`src/rtl/spi_reg_pkg.sv`:
```
// Shared types and defaults for the SPI-facing register bank.
// SPI_REG_ID_EN (see spi_reg_bank / spi_reg_mem) makes address 0 a read-only ID register.
package spi_reg_pkg;

  localparam int ADDRSZ_DEF  = 7;
  localparam int PAYLOAD_DEF = 8;
  localparam logic [7:0] ID_VAL_DEF = 8'hA5;

  typedef enum logic [1:0] {
    IDLE,
    RD_HOLD,
    WR_WAIT,
    DONE
  } state_t;

endpackage

```
`src/rtl/spi_reg_mem.sv`:
```
// Register array: one SPI write port merged with a local write port (SPI wins on address clash),
// a combinational SPI read port and a registered local read port. SPI_REG_ID_EN pins address 0.
module spi_reg_mem
  import spi_reg_pkg::*;
#(
  parameter int                 ADDRSZ  = ADDRSZ_DEF,
  parameter int                 PAYLOAD = PAYLOAD_DEF,
  parameter logic [PAYLOAD-1:0] RST_VAL = '0,
  parameter logic [PAYLOAD-1:0] ID_VAL  = PAYLOAD'(ID_VAL_DEF)
) (
  input  logic               clk,
  input  logic               reset,
  input  logic               spi_we,
  input  logic [ADDRSZ-1:0]  spi_waddr,
  input  logic [PAYLOAD-1:0] spi_wdata,
  input  logic [ADDRSZ-1:0]  spi_raddr,
  output logic [PAYLOAD-1:0] spi_rdata,
  input  logic               loc_we,
  input  logic [ADDRSZ-1:0]  loc_addr,
  input  logic [PAYLOAD-1:0] loc_wdata,
  output logic [PAYLOAD-1:0] loc_rdata,
  output logic               collision
);

  localparam int DEPTH = 2 ** ADDRSZ;

  logic [PAYLOAD-1:0] mem [DEPTH];
  logic               loc_ok;
  logic               clash;
  logic               loc_we_eff;
  logic [PAYLOAD-1:0] loc_rd_val;

`ifdef SPI_REG_ID_EN
  assign loc_ok     = (loc_addr != '0);
  assign spi_rdata  = (spi_raddr == '0) ? ID_VAL : mem[spi_raddr];
  assign loc_rd_val = (loc_addr == '0) ? ID_VAL : mem[loc_addr];
`else
  assign loc_ok     = 1'b1;
  assign spi_rdata  = mem[spi_raddr];
  assign loc_rd_val = mem[loc_addr];
`endif

  assign clash      = spi_we & loc_we & loc_ok & (spi_waddr == loc_addr);
  assign loc_we_eff = loc_we & loc_ok & ~clash;

  // Reads sample the pre-write contents, so a same-cycle write shows up one cycle later.
  always_ff @(posedge clk) begin
    if (reset) begin
      for (int i = 0; i < DEPTH; i++) mem[i] <= RST_VAL;
      loc_rdata <= '0;
      collision <= 1'b0;
    end else begin
      if (spi_we)     mem[spi_waddr] <= spi_wdata;
      if (loc_we_eff) mem[loc_addr]  <= loc_wdata;
      loc_rdata <= loc_rd_val;
      collision <= clash;
    end
  end

endmodule

```
`src/rtl/spi_reg_bank.sv`:
```
// Register bank behind the SPI slave: frame FSM, edge detection and output registers around spi_reg_mem.
// Define SPI_REG_ID_EN to make address 0 a read-only ID register returning ID_VAL.
module spi_reg_bank
  import spi_reg_pkg::*;
#(
  parameter int                 ADDRSZ  = ADDRSZ_DEF,
  parameter int                 PAYLOAD = PAYLOAD_DEF,
  parameter logic [PAYLOAD-1:0] RST_VAL = '0,
  parameter logic [PAYLOAD-1:0] ID_VAL  = PAYLOAD'(ID_VAL_DEF)
) (
  input  logic               clk,
  input  logic               reset,
  input  logic [ADDRSZ-1:0]  addr,
  input  logic               addr_dv,
  input  logic [PAYLOAD-1:0] rx_d,
  input  logic               rxdv,
  input  logic               rw_out,
  output logic [PAYLOAD-1:0] tx_d,
  output logic               tx_en,
  input  logic [ADDRSZ-1:0]  loc_addr,
  input  logic               loc_we,
  input  logic [PAYLOAD-1:0] loc_wdata,
  output logic [PAYLOAD-1:0] loc_rdata,
  output logic               wr_strobe,
  output logic [ADDRSZ-1:0]  wr_addr,
  output logic               loc_collision
);

  state_t             state, state_nxt;
  logic               addr_dv_q, rxdv_q;
  logic               adv_re, adv_fe, rxdv_re;
  logic [ADDRSZ-1:0]  addr_hold;
  logic               capture, rd_load, rd_clear, spi_commit, addr_ok;
  logic [PAYLOAD-1:0] spi_rdata;

  assign adv_re  = addr_dv & ~addr_dv_q;
  assign adv_fe  = ~addr_dv & addr_dv_q;
  assign rxdv_re = rxdv & ~rxdv_q;

`ifdef SPI_REG_ID_EN
  assign addr_ok = (addr_hold != '0);
`else
  assign addr_ok = 1'b1;
`endif

  always_comb begin
    state_nxt  = state;
    capture    = 1'b0;
    rd_load    = 1'b0;
    rd_clear   = 1'b0;
    spi_commit = 1'b0;
    unique case (state)
      IDLE: begin
        if (adv_re) begin
          capture = 1'b1;
          if (rw_out) begin
            rd_load   = 1'b1;
            state_nxt = RD_HOLD;
          end else begin
            state_nxt = WR_WAIT;
          end
        end
      end
      RD_HOLD: begin
        if (adv_fe) begin
          rd_clear  = 1'b1;
          state_nxt = IDLE;
        end
      end
      WR_WAIT: begin
        // A payload landing on the frame's last cycle still commits, then returns straight to IDLE.
        if (rxdv_re) begin
          spi_commit = addr_ok;
          state_nxt  = adv_fe ? IDLE : DONE;
        end else if (adv_fe) begin
          state_nxt = IDLE;
        end
      end
      DONE: begin
        if (adv_fe) state_nxt = IDLE;
      end
      default: state_nxt = IDLE;
    endcase
  end

  always_ff @(posedge clk) begin
    if (reset) begin
      state     <= IDLE;
      addr_dv_q <= 1'b0;
      rxdv_q    <= 1'b0;
      addr_hold <= '0;
      tx_d      <= '0;
      tx_en     <= 1'b0;
      wr_strobe <= 1'b0;
      wr_addr   <= '0;
    end else begin
      state     <= state_nxt;
      addr_dv_q <= addr_dv;
      rxdv_q    <= rxdv;
      if (capture) addr_hold <= addr;
      if (rd_load) begin
        tx_d  <= spi_rdata;
        tx_en <= 1'b1;
      end else if (rd_clear) begin
        tx_d  <= '0;
        tx_en <= 1'b0;
      end
      wr_strobe <= spi_commit;
      if (spi_commit) wr_addr <= addr_hold;
    end
  end

  // SPI reads use the live address because the lookup happens on the same cycle it is captured.
  spi_reg_mem #(
    .ADDRSZ  (ADDRSZ),
    .PAYLOAD (PAYLOAD),
    .RST_VAL (RST_VAL),
    .ID_VAL  (ID_VAL)
  ) u_mem (
    .clk       (clk),
    .reset     (reset),
    .spi_we    (spi_commit),
    .spi_waddr (addr_hold),
    .spi_wdata (rx_d),
    .spi_raddr (addr),
    .spi_rdata (spi_rdata),
    .loc_we    (loc_we),
    .loc_addr  (loc_addr),
    .loc_wdata (loc_wdata),
    .loc_rdata (loc_rdata),
    .collision (loc_collision)
  );

endmodule

```
`config.mk`:
```
export PLATFORM = sky130hd
export DESIGN_NAME = spi_reg_bank
export DESIGN_NICKNAME = d
export VERILOG_FILES = /design/src/rtl/spi_reg_pkg.sv /design/src/rtl/spi_reg_mem.sv /design/src/rtl/spi_reg_bank.sv
export SDC_FILE = /design/constraint.sdc
export NUM_CORES = 2
export LEC_CHECK = 0
export CAP_MARGIN = 10
export CORE_ASPECT_RATIO = 0.8
export CORE_MARGIN = 5
export CORE_UTILIZATION = 45
export CTS_CLUSTER_DIAMETER = 200
export DETAILED_ROUTE_END_ITERATION = 12
export PLACE_DENSITY = 0.57
export RECOVER_POWER = 100
export SETUP_SLACK_MARGIN = 0.4
export SYNTH_ARGS = -nofsm -noshare
export SYNTH_HDL_FRONTEND = slang
export SYNTH_SLANG_ARGS = --single-unit
export TNS_END_PERCENT = 100
```
`constraint.sdc`:
```
create_clock -name clk -period 3.8 [get_ports clk]
set_input_delay 0.38 -clock clk [delete_from_list [all_inputs] [get_ports clk]]
set_output_delay 0.38 -clock clk [all_outputs]
set_load 0.01 [all_outputs]
```
==> results.cfg <==
[setup_path]
endpoint = u_mem.loc_rdata[0]$_SDFF_PP0_
rrSetupSlack_ps = 340
arrival_ps = 4160
critical_path_class = input port to register
reg2reg_to = u_mem.mem[107][1]$_DFFE_PP_
worstPathMaxFanout = 40
crit_path_end_kind = register
timing.rr.start = addr_hold[2]$_SDFFE_PP0P_
worstSetupStartpoint = loc_addr[1]
cp.required_ps = 4440
reg2regPathDepth = 8
worst_setup_path_start_kind = input port

[clock_tree]
clockRootBuffer = clkbuf_16
cts.htree.levels = 3
cts.sinks = 1061
post_cts_buffers = 0
clock_path_buffers = 3
tritoncts = built
cts_made_buffers = 111
worstSkewPairLatency_ps = 800
clk_pin_slew_ps = 70

[global_route]
antenna_found_initial = 28
grt_pass1_wl_um = 423000
grt.total_usage_pct = 42.3
grt_max_degree = 80
grt_pass1_vias = 47300
grt_overflow = 0

[finish]
layout-drive-gt1-share_pct = 22.2
finish.utilization_pct = 50.9
fin_nets = 4786
area_delta_synth_final_pct = 12.2
layout.cells.non_filler = 6639

[die]
core_sq_mm = 0.136
dieArea_sq_mm = 0.145
die_x_um = 424
row_count = 121
ios = 62
fp.dieH_um = 341
start_util_pct = 45.3

[pwr]
p_leak_nw = 24.0
power_density_mw_per_mm2 = 419
vdd_drop_max_mv = 0.374

[synth]
synth-edff-count = 1024
yosysMostFrequentCell = a22o_1
ys.flop_type = edfxtp_1
syn_avg_cell_area_sq_um = 13.3
ys_seq_area_share_pct = 51.0
async_flop_share_pct = 0
synth_area_leader_cell = edfxtp_1
synth_area_sq_mm = 0.0618
synth_commonest_cells = 1058 x a22o_1, 1024 x edfxtp_1, 316 x clkbuf_1
synth_top_area_share_pct = 49.8
syn-instance-count = 4658
synth_top_cells_by_area = edfxtp_1 50%, a22o_1 15%, mux4_2 11%
synth_fp_nets = 4694
yosys_warnings = 0
ys_ff_latch = 1061
ys_types = 93

[detailed_routing]
wirelength_um = 316000
ant_nets = 0
met3_length_um = 55800
drt_iter0_drc = 11200
firstDrtPassIters = 7
via_count = 53400
dr_wl_met2_um = 125000
maxUsedRoutingLayer = met5
via_per_inst = 8.04
drc = 0
drt-met1-wl_um = 117000
wl_per_cell_um = 47.6

[status]
violations = max-capacitance violations, max-slew violations
status = complete, but fails checks

[placed_design]
port_buffers = 61
pre_cts_ws_ps = -396
place.gp.congestion = 1.05
dp.cells = 6419
place_hpwl_um = 216000

[timing]
slew_viol_final = 44
finalHoldViolations = 0
tns_ps = 0
finalCritPeriodShare_pct = 92.4
max_freq_mhz = 285
finClkSkew_ps = 44.3
setup_ws_ps = 289
period_minus_slack_ps = 3510
finalSetupViolCount = 0
rsz0062_at_grt = false
worst_pin_slew_ps = 2360
relSlewSlack_pct = -57.3

[flow_run]
cap_violations = 2

[worst_hold_path]
hold_class = input port to register
[per-layer routing]
metal / vias to the layer above / global-route usage, %
met4: 22 / 17.7
met1: 26900 / 58.9
met3: 1006 / 18.3
met2: 5635 / 57.6
met5: - / 0.533
li1: 19800 / -
[power breakdown]
part           leakage (nW)  switching [mW]  internal [mW]  total (mW)
sequential             10.6           0.546           13.3        13.8
combinational          11.7            2.80           1.27        4.07
clock                  1.72            4.98           6.18        11.2
[final cells by class]
class	count	area, sq um
clock buffer	129	2870
timing repair buffer	499	4420
inverter	11	42.5
clock inverter	68	676
multi-input combinational	3066	27500
antenna	22	55.1
sequential	1061	31500
tap	1783	2230
fill	11700	66900
[through the flow]
stage	cell area, sq um	hold WS (ps)	power (mW)
floorplan	61800	481	15.8
global placement	66200	448	17.9
detailed placement	66200	456	17.9
CTS	69700	21.5	28.8
global route	69300	60.2	29.5
finish	69300	75.2	29.1
[repair_timing]
action	CTS	global route
hold endpoints to repair	5	0
gates resized for setup	0	1
endpoints found under the setup margin	0	1
hold buffers	1	0
[sequential cells by signal, indices dropped and copies added (netlist names)]
name,count
addr_dv_q,1
rxdv_q,1
u_mem.loc_rdata,8
tx_en,1
tx_d,8
wr_strobe,1
u_mem.mem,1024
state,2
wr_addr,7
u_mem.collision,1
addr_hold,7
[logic make-up after synthesis]
family / synth area share, %
AO/OA/AOI/OAI: 22.9
AND/OR/NAND/NOR: 6.81
flip-flops: 51.0
multiplexers: 15.1
XOR/XNOR: 0.124
buffers and inverters: 4.17
[cell usage in the layout, fill, tap and decap left out, types with 58 or more instances in the layout]
cell type  instances
nor2_1           276
a221oi_1         112
o21ai_0           58
buf_4            331
a22oi_1          100
o22ai_1           59
clkbuf_16        112
or3_1            131
nand2_1          167
mux4_2           295
mux2_2            96
edfxtp_1        1024
a22o_1          1058
mux2i_1          154
clkbuf_1          66
a21oi_1           81
[worst min path at each step]
| stage | startpoint | to | slack, ps | cells past startpoint |
|---|---|---|---|---|
| after global routing | addr[3] | addr_hold[3]$_SDFFE_PP0P_ | 60 | 3 |
| final | addr[3] | addr_hold[3]$_SDFFE_PP0P_ | 80 | 3 |
| after CTS | addr[3] | addr_hold[3]$_SDFFE_PP0P_ | 20 | 3 |
| after global placement | wr_addr[5]$_SDFFE_PP0N_ | wr_addr[5]$_SDFFE_PP0N_ | 450 | 2 |
| after floorplan | wr_addr[0]$_SDFFE_PP0N_ | wr_addr[0]$_SDFFE_PP0N_ | 480 | 2 |
| after detailed placement | wr_addr[2]$_SDFFE_PP0N_ | wr_addr[2]$_SDFFE_PP0N_ | 460 | 2 |
[critical path, stage by stage]
cell and delay [ps]:
buf_8 340, clkbuf_1 930, nor2_4 120, buf_4 340, a22o_1 290, a22oi_1 350, o221ai_1 380, nor4_2 700
a41oi_1 220
(Power assumes the default switching activity.)
